==> src/rtl/pipeline_pkg.sv <==
// Shared pipeline types: loader FSM states and loader frame constants.
package pipeline_pkg;

    typedef enum logic [2:0] {
        IDLE,
        LEN0,
        LEN1,
        DATA,
        CHK
    } loader_state_t;

    localparam int LOADER_LEN_BYTES = 2;

endpackage

==> src/rtl/byte_packer.sv <==
// Packs a byte stream little-endian into 32-bit words; the word is presented
// combinationally on the strobe that fills lane 3.
module byte_packer
    import pipeline_pkg::*;
(
    input  logic        clk,
    input  logic        rst_n,
    input  logic        clear,
    input  logic        strobe,
    input  logic [7:0]  data,
    output logic [31:0] word,
    output logic        word_valid
);

    logic [1:0]  byte_idx;
    logic [23:0] low_lanes;

    always_ff @(posedge clk or negedge rst_n) begin
        if (!rst_n) begin
            byte_idx  <= 2'd0;
            low_lanes <= 24'd0;
        end else if (clear) begin
            byte_idx  <= 2'd0;
            low_lanes <= 24'd0;
        end else if (strobe) begin
            case (byte_idx)
                2'd0:    low_lanes[7:0]   <= data;
                2'd1:    low_lanes[15:8]  <= data;
                2'd2:    low_lanes[23:16] <= data;
                default: low_lanes        <= low_lanes;
            endcase
            byte_idx <= byte_idx + 2'd1;
        end
    end

    // Lane 3 is never stored: the incoming byte completes the word directly.
    assign word       = {data, low_lanes};
    assign word_valid = strobe && (byte_idx == 2'd3);

endmodule

==> src/rtl/imem_loader.sv <==
// Loads a length-prefixed, checksummed byte stream into instruction memory
// as consecutive little-endian 32-bit words, holding the core via busy.
module imem_loader
    import pipeline_pkg::*;
#(
    parameter int XLEN       = 32,
    parameter int ADDR_WIDTH = 8
) (
    input  logic                  clk,
    input  logic                  rst_n,
    input  logic                  start,
    input  logic                  s_valid,
    input  logic [7:0]            s_data,
    output logic                  s_ready,
    output logic                  we,
    output logic [ADDR_WIDTH-1:0] waddr,
    output logic [XLEN-1:0]       wdata,
    output logic                  busy,
    output logic                  done,
    output logic                  err,
    output logic [ADDR_WIDTH-2:0] words_loaded
);

    localparam int         DEPTH   = 2 ** (ADDR_WIDTH - 2);
    localparam logic [15:0] DEPTH_N = 16'(DEPTH);

    loader_state_t         state, state_next;
    logic [15:0]           len;
    logic [15:0]           len_full;
    logic [ADDR_WIDTH-2:0] word_idx;
    logic [ADDR_WIDTH-2:0] word_idx_inc;
    logic [7:0]            checksum;
    logic                  accept;
    logic                  pack_strobe;
    logic                  pack_clear;
    logic [31:0]           pack_word;
    logic                  pack_word_valid;

    assign s_ready      = (state != IDLE);
    assign accept       = s_valid && s_ready;
    assign len_full     = {s_data, len[7:0]};
    assign word_idx_inc = word_idx + 1'b1;
    assign words_loaded = word_idx;
    assign pack_strobe  = accept && (state == DATA);
    assign pack_clear   = (state == IDLE) && start;

    byte_packer u_packer (
        .clk        (clk),
        .rst_n      (rst_n),
        .clear      (pack_clear),
        .strobe     (pack_strobe),
        .data       (s_data),
        .word       (pack_word),
        .word_valid (pack_word_valid)
    );

    always_ff @(posedge clk or negedge rst_n) begin
        if (!rst_n) begin
            state <= IDLE;
        end else begin
            state <= state_next;
        end
    end

    always_comb begin
        state_next = state;
        case (state)
            IDLE: if (start) state_next = LEN0;
            LEN0: if (accept) state_next = LEN1;
            LEN1: begin
                if (accept) begin
                    if (len_full > DEPTH_N)      state_next = IDLE;
                    else if (len_full == 16'd0)  state_next = CHK;
                    else                         state_next = DATA;
                end
            end
            DATA: begin
                if (pack_word_valid && (16'(word_idx_inc) == len)) begin
                    state_next = CHK;
                end
            end
            CHK:  if (accept) state_next = IDLE;
            default: state_next = IDLE;
        endcase
    end

    // Datapath and flags; busy tracks the next state so it is registered
    // yet rises the cycle after start and falls the cycle after the last byte.
    always_ff @(posedge clk or negedge rst_n) begin
        if (!rst_n) begin
            len      <= 16'd0;
            word_idx <= '0;
            checksum <= 8'd0;
            busy     <= 1'b0;
            done     <= 1'b0;
            err      <= 1'b0;
            we       <= 1'b0;
            waddr    <= '0;
            wdata    <= '0;
        end else begin
            we   <= 1'b0;
            busy <= (state_next != IDLE);
            case (state)
                IDLE: begin
                    if (start) begin
                        done     <= 1'b0;
                        err      <= 1'b0;
                        word_idx <= '0;
                        checksum <= 8'd0;
                        len      <= 16'd0;
                    end
                end
                LEN0: if (accept) len[7:0] <= s_data;
                LEN1: begin
                    if (accept) begin
                        len[15:8] <= s_data;
                        if (len_full > DEPTH_N) err <= 1'b1;
                    end
                end
                DATA: begin
                    if (accept) begin
                        checksum <= checksum ^ s_data;
                        if (pack_word_valid) begin
                            we       <= 1'b1;
                            waddr    <= {word_idx[ADDR_WIDTH-3:0], 2'b00};
                            wdata    <= pack_word;
                            word_idx <= word_idx_inc;
                        end
                    end
                end
                CHK: begin
                    if (accept) begin
                        if (s_data == checksum) done <= 1'b1;
                        else                    err  <= 1'b1;
                    end
                end
                default: ;
            endcase
        end
    end

endmodule

==> config.mk <==
export PLATFORM = sky130hd
export DESIGN_NAME = imem_loader
export DESIGN_NICKNAME = d
export VERILOG_FILES = /design/src/rtl/pipeline_pkg.sv /design/src/rtl/byte_packer.sv /design/src/rtl/imem_loader.sv
export SDC_FILE = /design/constraint.sdc
export NUM_CORES = 1
export LEC_CHECK = 0
export CAP_MARGIN = 30
export CELL_PAD_IN_SITES_DETAIL_PLACEMENT = 0
export CELL_PAD_IN_SITES_GLOBAL_PLACEMENT = 1
export CORE_MARGIN = 2
export CORE_UTILIZATION = 37
export DETAILED_ROUTE_END_ITERATION = 8
export GPL_TIMING_DRIVEN = 0
export HOLD_SLACK_MARGIN = 0.1
export PLACE_DENSITY = 0.81
export RECOVER_POWER = 50
export SYNTH_ARGS = -nofsm -noshare
export SYNTH_HDL_FRONTEND = slang
export SYNTH_SLANG_ARGS = --single-unit
==> constraint.sdc <==
create_clock -name clk -period 2.17 [get_ports clk]
set_input_delay 0.434 -clock clk [delete_from_list [all_inputs] [get_ports clk]]
set_output_delay 0.434 -clock clk [all_outputs]
set_load 0.01 [all_outputs]
==> impl_results.md, run 1 <==
- CP top delay family: simple AND/OR/NAND/NOR gates
- Part of the cycle the worst path needs: 96.0%
- Critical path data required time: approximately 2.4 ns
- Drt total wl: between 10000 and 15000 um
- Starting density of the core: between 30% and 40%
- Peak VDD IR: 0.000468 V
- Worst setup margin: slightly below 0.09 ns
- Number of synthesized flops with an enable pin: 0
- Dpl ws: -0.371 ns
- RSZ-0062 raised after global routing: false
- Yosys warns: 0
- Int Power: 0.00401 W
- DR pass1 iterations: 5
- Port Buffer Count: 52
- Status: finished, final reports clean
- # diodes: 0
- Final net count: 630
- Routed via count: between 4000 and 5000
- Root Buffer: clkbuf_16
- Netlist cell types: 50
- DIE WIDTH: approximately 120 um
- Slowest-stage cell, CP: or4_4
- Final Cell Area: 5900 sq um
- Core Rows: 41
- Crit. End Element: register
- Post-synthesis cell count: around 550
- Clock tree buffer depth: 2
- Crit path max fanout: 3
- Most used DFF post-synth: dfrtp_1
- Post-Syn Area: roughly 4800 sq um
- Top cells by count, synth: nand2_1 (174), dfrtp_1 (102), o21ai_0 (44)
- GRT overflow: 0
- Footprint of the multi-input gates: 2020 sq um
- Setup CP Type: reg -> reg
- Drt first-iter violations: around 310
- H-tree levels: 3
- Tmin final: ~2.1 ns
- Initial antenna violation count: 0
- CTS Buf Count: 9
- Max cap viols: 0
- PD cells: roughly 1100 nW/um^2
- IO Count: between 60 and 70
- Area contributors post-synth: dfrtp_1 (54%), nand2_1 (14%), o21ai_0 (4.6%)
- Clk Latency, worst-skew pair: between 0.3 and 0.4 ns
- Combinational group share of total power: roughly a third
- Post-synth top area cell: dfrtp_1
- Sequential share of power: a little over two fifths
- CP Buf/Inv Count: 0
- Yosys top cell area share: between 50% and 60%
- Worst path cell trace: ha_4 -> xor2_1 -> or4_4 -> a2111oi_4 -> o2111ai_2 -> and3_4
- Clk sink count: around 100
- NetSw: ~0.0023 W
- Clock network power share: about a quarter
- CP arrival: 2.32 ns
- CP startpoint kind: register
- Worst Tran Pin Value: 0.870 ns
- Vias per cell: ~5
- Slew headroom: between 40% and 50%
- RePlAce Congestion: between 0.8 and 0.9
- Average wire per standard cell: around 16 um
- Slew Viols, Final: 0
- Avg Cell Area, Syn: slightly below 9 sq um
- Final ANT Viol Nets: 0
- DP Area: roughly 5500 sq um
- Sw frac: a little over a third
- Setup violators final: 0
- Register bit total from synthesis: between 100 and 150
- Utilization after layout: 46.9%
- Hold Vio Cnt, Final: 0
- Post-DP HPWL: about 8300 um
- Worst clock skew: 0.00713 ns
- Layout cells sized above 1: roughly 7.9%
- Class of the worst hold path: reg -> reg
- Largest net degree at the start of global routing: 71
- Total core area: approximately 13000 sq um
- Fillers: about 1200
- Post-synthesis sequential area ratio: 53.7%
- Max Fclk: just under 0.5 GHz
- Top-count cell post-synth: nand2_1
- Die area: 13800 sq um
- Vias in the first global route: a little under 4000
- Fraction of registers with async set/reset: 100%
- P_leak: roughly 2.8 nW
- Reg area: around 2600 sq um
- Die Span Y: roughly 120 um
- Largest stage delay on the critical path: ~0.44 ns
- First-pass GRT wire length: between 20000 and 25000 um
- CTS tree: built
- Total power: approximately 0.0063 W
- DRC violation count after routing: 0
- Overall Global Routing Usage: a little under a fifth
- Clock transition at the registers of the reported paths: roughly 0.07 ns
- Hold slack final: around 0.47 ns
- Area added between synthesis and finish: 24.1%
[cell families (layout without fill, tap and decap cells)]
group / after synthesis / after routing / share of synthesized area (%)
AO/OA/AOI/OAI: 95 / 95 / 11.6
multiplexers: 4 / 4 / 0.843
XOR/XNOR: 18 / 18 / 3.32
adder cells (fa/ha/maj): 5 / 5 / 1.32
other: 1 / 2 / 0.0789
flip-flops: 102 / 102 / 53.7
buffers and inverters: 59 / 130 / 5.11
AND/OR/NAND/NOR: 262 / 262 / 24.1
[layer usage]
metal  GRT usage (%)  vias to the layer above  share of wire (%)
li1                -                     1939                  -
met1            27.4                     1957                 49
met2            27.9                      114                 45
met3            2.97                       12                4.2
met4            5.65                        0                1.2
met5               0                        -                  0
[state kept, by name, indices dropped and copies added, names as in the netlist]
name	count
u_packer.low_lanes	24
waddr	6
checksum	8
done	1
u_packer.byte_idx	2
err	1
state	3
we	1
len	16
words_loaded	7
wdata	32
busy	1
[placed cells by master, fill, tap and decap left out, types with 5 or more instances in the layout]
| cell type | n |
|---|---|
| buf_2 | 5 |
| clkbuf_16 | 9 |
| nor3_1 | 5 |
| dlygate4sd3_1 | 25 |
| a21oi_1 | 29 |
| xor2_1 | 10 |
| nand2_1 | 174 |
| clkdlybuf4s50_1 | 26 |
| clkbuf_2 | 7 |
| o21ai_0 | 44 |
| xnor2_1 | 8 |
| nand3_1 | 34 |
| dfrtp_1 | 101 |
| buf_4 | 5 |
| clkbuf_1 | 24 |
| nor2_1 | 19 |
| inv_1 | 16 |
[tightest hold or removal path, stage by stage, from the launching register on]
cell	delay (ns)
dfrtp_1	0.34
nand2_1	0.05
nand2_1	0.05
[power by group through the flow]
stage | Clock [W] | Combinational (W) | Sequential [W]
floorplan | 0 | 0.00136 | 0.00263
CTS | 0.00162 | 0.00200 | 0.00267
global placement | 0 | 0.00189 | 0.00266
detailed placement | 0 | 0.00195 | 0.00268
finish | 0.00160 | 0.00201 | 0.00267
global route | 0.00171 | 0.00225 | 0.00273
[metrics by stage]
| stage | cells | TNS [ns] |
|---|---|---|
| 4_1_cts | 790 | 0 |
| 2_1_floorplan | 547 | 0 |
| 3_3_place_gp | 771 | -317.46 |
| 5_1_grt | 790 | 0 |
| 6_report | 790 | 0 |
| 3_5_place_dp | 772 | -4.21 |
[worst paths after layout]
check                                      from         endpoint  slack (ns)  cells after the start
worst max-delay path            words_loaded[0]         state[1]        0.09                      6
worst min-delay path                  wdata[27]        wdata[27]        0.47                      2
worst max register to register  words_loaded[0]         state[1]        0.09                      6
worst min register to register        wdata[27]        wdata[27]        0.47                      2
max in group asynchronous                 rst_n  words_loaded[1]        0.62                      3
min in group asynchronous                 rst_n        wdata[28]        0.73                      2
[layout make-up]
type / count / area share, %
Sequential cell: 102 / 43.3
Multi-Input combinational cell: 386 / 34.2
Timing Repair Buffer: 57 / 9.74
Clock buffer: 11 / 4.29
Tap cell: 172 / 3.65
Buffer: 40 / 3.03
Inverter: 17 / 1.08
Clock inverter: 5 / 0.700
[what timing repair did]
item,CTS,global route
pin swaps,4,0
setup endpoints to repair,5,47
endpoints found under the hold margin,32,0
gates cloned,0,0
setup buffers,2,1
resized for setup,7,8
hold buffers,1,0
Power figures use the tool's default switching activity.
==> run 2, diff against run 1 <==
--- a/config.mk
+++ b/config.mk
@@ -10,6 +10,7 @@
 export CELL_PAD_IN_SITES_GLOBAL_PLACEMENT = 1
 export CORE_MARGIN = 2
 export CORE_UTILIZATION = 37
+export CTS_CLUSTER_DIAMETER = 120
 export DETAILED_ROUTE_END_ITERATION = 8
 export GPL_TIMING_DRIVEN = 0
 export HOLD_SLACK_MARGIN = 0.1
==> results of run 2 <==
The final DEF is identical to that of run 1; final timing and power are the same.
==> run 3, diff against run 2 <==
--- a/config.mk
+++ b/config.mk
@@ -9,13 +9,14 @@
 export CELL_PAD_IN_SITES_DETAIL_PLACEMENT = 0
 export CELL_PAD_IN_SITES_GLOBAL_PLACEMENT = 1
 export CORE_MARGIN = 2
-export CORE_UTILIZATION = 37
+export CORE_UTILIZATION = 39
 export CTS_CLUSTER_DIAMETER = 120
 export DETAILED_ROUTE_END_ITERATION = 8
 export GPL_TIMING_DRIVEN = 0
 export HOLD_SLACK_MARGIN = 0.1
-export PLACE_DENSITY = 0.81
+export PLACE_DENSITY = 0.83
 export RECOVER_POWER = 50
 export SYNTH_ARGS = -nofsm -noshare
 export SYNTH_HDL_FRONTEND = slang
+export SYNTH_HIERARCHICAL = 1
 export SYNTH_SLANG_ARGS = --single-unit
==> run 3 against run 2 <==
Net effect:
- largest cell class unchanged
- fmax is 2.9% lower
- final area is 5.3% higher
- total power is 7.3% lower
- count of clock-buffer cells in the layout is 1 lower
- critical endpoint is now state[0]
- highest routed layer unchanged
- non-clock buffer count is 10 higher
==> impl_results.md, run 3 <==
- Status: finished, final reports clean
- DR pass1 iterations: 4 (-1)
- RSZ-0062 raised after global routing: true
- Fillers: 1136 (-8.7%)
- Dpl cells: 727 (-5.8%)
- CP top delay family: simple AND/OR/NAND/NOR gates
- CP arrival: 2.37 ns (+0.05 ns)
- DRC violation count after routing: 0 (unchanged)
- Initial antenna violation count: 0 (unchanged)
- Critical path data required time: 2.40 ns (about the same)
- Starting density of the core: 40.1% (+2.3 points)
- Slew Viols, Final: 0 (unchanged)
- Post-DP HPWL: 7990 um (-3.9%)
- Drt total wl: 11700 um (-4.9%)
- Average wire per standard cell: 15.5 um (-0.34%)
- Part of the cycle the worst path needs: 98.8% (+2.9 points)
- Overall Global Routing Usage: 18.6% (+0.10 points)
- Tmin final: 2.14 ns (+0.0624 ns)
- Port Buffer Count: 61 (+17%)
- Drt first-iter violations: 276 (-9.5%)
- Avg Cell Area, Syn: 9.80 sq um (+13%)
- Top cells by count, synth: nand2_1 (152), dfrtp_1 (102), nand2b_1 (34)
- Most common cell after layout, fill and taps aside: nand2_1
- CTS Buf Count: 9 (unchanged)
- Reg-to-reg setup timing slack: 0.06 ns (-0.03 ns)
- Slowest-stage cell, CP: clkdlybuf4s50_1
- Routed via count: 3742 (-7.0%)
- Worst reg2reg path startpoint: state[2]
- # diodes: 0 (unchanged)
- Slew headroom: 34.4% (-7.6 points)
- Worst Tran Pin Value: 0.985 ns (+0.115 ns)
- Most used DFF post-synth: dfrtp_1
- RePlAce Congestion: 0.812 (+0.30%)
- Worst Hold Launch: waddr[4]
- CP Buf/Inv Count: 1 (+1)
- Layout cells sized above 1: 14.3% (+6.4 points)
- H-tree levels: 3 (unchanged)
- Hold slack final: 0.467 ns (-0.00430 ns)
- Clk sink count: 102 (unchanged)
- Top-count cell post-synth: nand2_1
- Largest stage delay on the critical path: 0.59 ns (+0.15 ns)
- Netlist cell types: 50 (unchanged)
- Reg2reg end: state[0]
- GRT overflow: 0 (unchanged)
- Core Rows: 40 (-2.4%)
- Most frequent cells in the layout: nand2_1 (152), dfrtp_1 (101), clkdlybuf4s50_1 (36)
- Worst path cell trace: clkdlybuf4s50_1 -> and2_4 -> and2_4 -> nor4b_4 -> nand4_1 -> or3_4 -> o31ai_4 -> nand2_1
- Post-route non-filler standard cell count: 754 (-4.6%)
- Peak VDD IR: 0.000512 V (+9.6%)
- Top flop regs: wdata: 32 flops, u_packer/low_lanes: 24 flops, len: 16 flops
- Worst clock skew: 0.00550 ns (-0.00163 ns)
- Clock transition at the registers of the reported paths: 0.07 ns (about the same)
- Clk Latency, worst-skew pair: 0.35 ns (about the same)
- Root Buffer: clkbuf_16
- CP startpoint kind: input pin
- Fraction of registers with async set/reset: 100% (unchanged)
- Utilization after layout: 51.2% (+4.3 points)
- Yosys top cell area share: 52.5% (-1.2 points)
- Most frequent CP cell: and2_4
- Hold Vio Cnt, Final: 0 (unchanged)
- Die area: 13400 sq um (-2.8%)
- First-pass GRT wire length: 19100 um (-6.5%)
- CTS tree: built
- Max reg flops: 32 (unchanged)
- FF-to-FF path depth: 8 (+2)
- Area added between synthesis and finish: 27.6%
- Total core area: 12100 sq um (-3.6%)
- Crit. End Element: register
- Crit path max fanout: 3 (unchanged)
- Post-synthesis sequential area ratio: 52.5% (-1.2 points)
- Top reg by flops: wdata
- Number of synthesized flops with an enable pin: 0 (unchanged)
- Final ANT Viol Nets: 0 (unchanged)
- Class of the worst hold path: reg -> reg
- Max cap viols: 0 (unchanged)
- Register bit total from synthesis: 102 (unchanged)
- Setup CP Type: in -> reg
- Post-synthesis cell count: 496 (-9.2%)
- Vias in the first global route: 3778 (-1.7%)
- P_leak: 3.14 nW (+13%)
- Die Span Y: 116 um (-1.4%)
- Max Fclk: 0.466 GHz (-2.9%)
- Post-synth top area cell: dfrtp_1
- Post-Syn Area: 4860 sq um (+2.3%)
- Setup violators final: 0 (unchanged)
- Hold Path Depth: 2 (unchanged)
- IO Count: 64 (unchanged)
- DIE WIDTH: 116 um (-1.4%)
- Yosys warns: 6 (+6)
- Area contributors post-synth: dfrtp_1 (52%), nand2_1 (12%), mux2i_1 (6.6%)
- Vias per cell: 4.96 (-2.5%)
- PD cells: 937 nW/um^2 (-12%)
- Largest net degree at the start of global routing: 66 (-7.0%)
- Final net count: 598 (-5.1%)
- Hold Path End: waddr[4]
- Clock tree buffer depth: 2 (unchanged)
[run 3: changes by cell type in the layout (fill, tap and decap cells not counted), moves of 10 or more]
cell	before	now
nand2b_1	2	34
a21oi_1	29	1
mux2i_1	4	32
o21ai_0	44	18
nand2_1	174	152
clkbuf_1	24	6
buf_4	5	22
nand3_1	34	19
inv_1	16	5
nor2_1	19	8
a22o_1	1	11
clkdlybuf4s50_1	26	36
[run 3: worst reg2reg max path, delay by kind of cell (launching register included)]
kind             cells  cell delay, ns
AO/OA/AOI/OAI        1            0.25
flip-flops           1            0.43
AND/OR/NAND/NOR      7            1.32
[run 3: worst max-delay path by stage]
| stage | from | end | cells after the start |
|---|---|---|---|
| final | s_valid | state[0] | 8 |
| after CTS | len[3] | busy | 5 |
| after global placement | rst_n | checksum[6] | 1 |
| after floorplan | state[2] | state[0] | 10 |
| after global routing | s_valid | state[1] | 8 |
| after detailed placement | s_valid | words_loaded[6] | 9 |
[run 3: metrics by stage]
step	setup WS (ns)	area (sq um)	TNS (ns)	total power, W
final	0.0253	6210	0	0.00582
after global routing	-0.0240	6210	-0.0387	0.00615
after CTS	-0.00518	6130	-0.00821	0.00576
after detailed placement	-0.551	5730	-26.72	0.00400
after global placement	-3.15	5710	-346.23	0.00393
after floorplan	0.00263	4890	0	0.00353
[run 3: what timing repair did]
action,CTS,global route
gates resized for setup,8,17
setup buffers,7,6
hold buffers,1,0
endpoints found under the hold margin,37,0
pin swaps,7,4
endpoints found under the setup margin,50,63
[run 3: area by class of cell]
type	count	area [sq um]	area share, %
multi-input combinational	354	2150	34.7
buffer	31	191	3.08
timing repair buffer	76	756	12.2
sequential	102	2550	41.1
clock inverter	6	70.1	1.13
inverter	7	32.5	0.524
clock buffer	10	239	3.85
tap	168	210	3.39
[run 3: where the power goes]
part	switching [W]	internal, W	total [W]	leakage [nW]
registers	0.000266	0.00221	0.00248	1.40
logic	0.000878	0.000782	0.00166	1.59
clock network	0.000747	0.000934	0.00168	0.147
total	0.00189	0.00393	0.00582	3.14
[run 3: metal layers]
| layer | vias up | wire length [um] | GRT usage, % |
|---|---|---|---|
| met5 | - | 0 | 0 |
| met1 | 1847 | 5380 | 25.0 |
| met4 | 0 | 200 | 5.79 |
| met2 | 79 | 5630 | 30.5 |
| met3 | 15 | 434 | 3.77 |
| li1 | 1801 | - | - |
[run 3: cells by family (layout without fill, tap and decap cells)]
family / count (synthesis) / after routing / synth area share, %
AOI/OAI and AO/OA: 44 / 44 / 6.12
DFF: 102 / 102 / 52.5
and+or+nand+nor: 251 / 251 / 24.4
muxes: 33 / 33 / 6.90
buffers and inverters: 41 / 130 / 4.68
adders and majority gates: 5 / 5 / 1.29
xor gates and xnor gates: 19 / 19 / 4.07
other: 1 / 2 / 0.0771
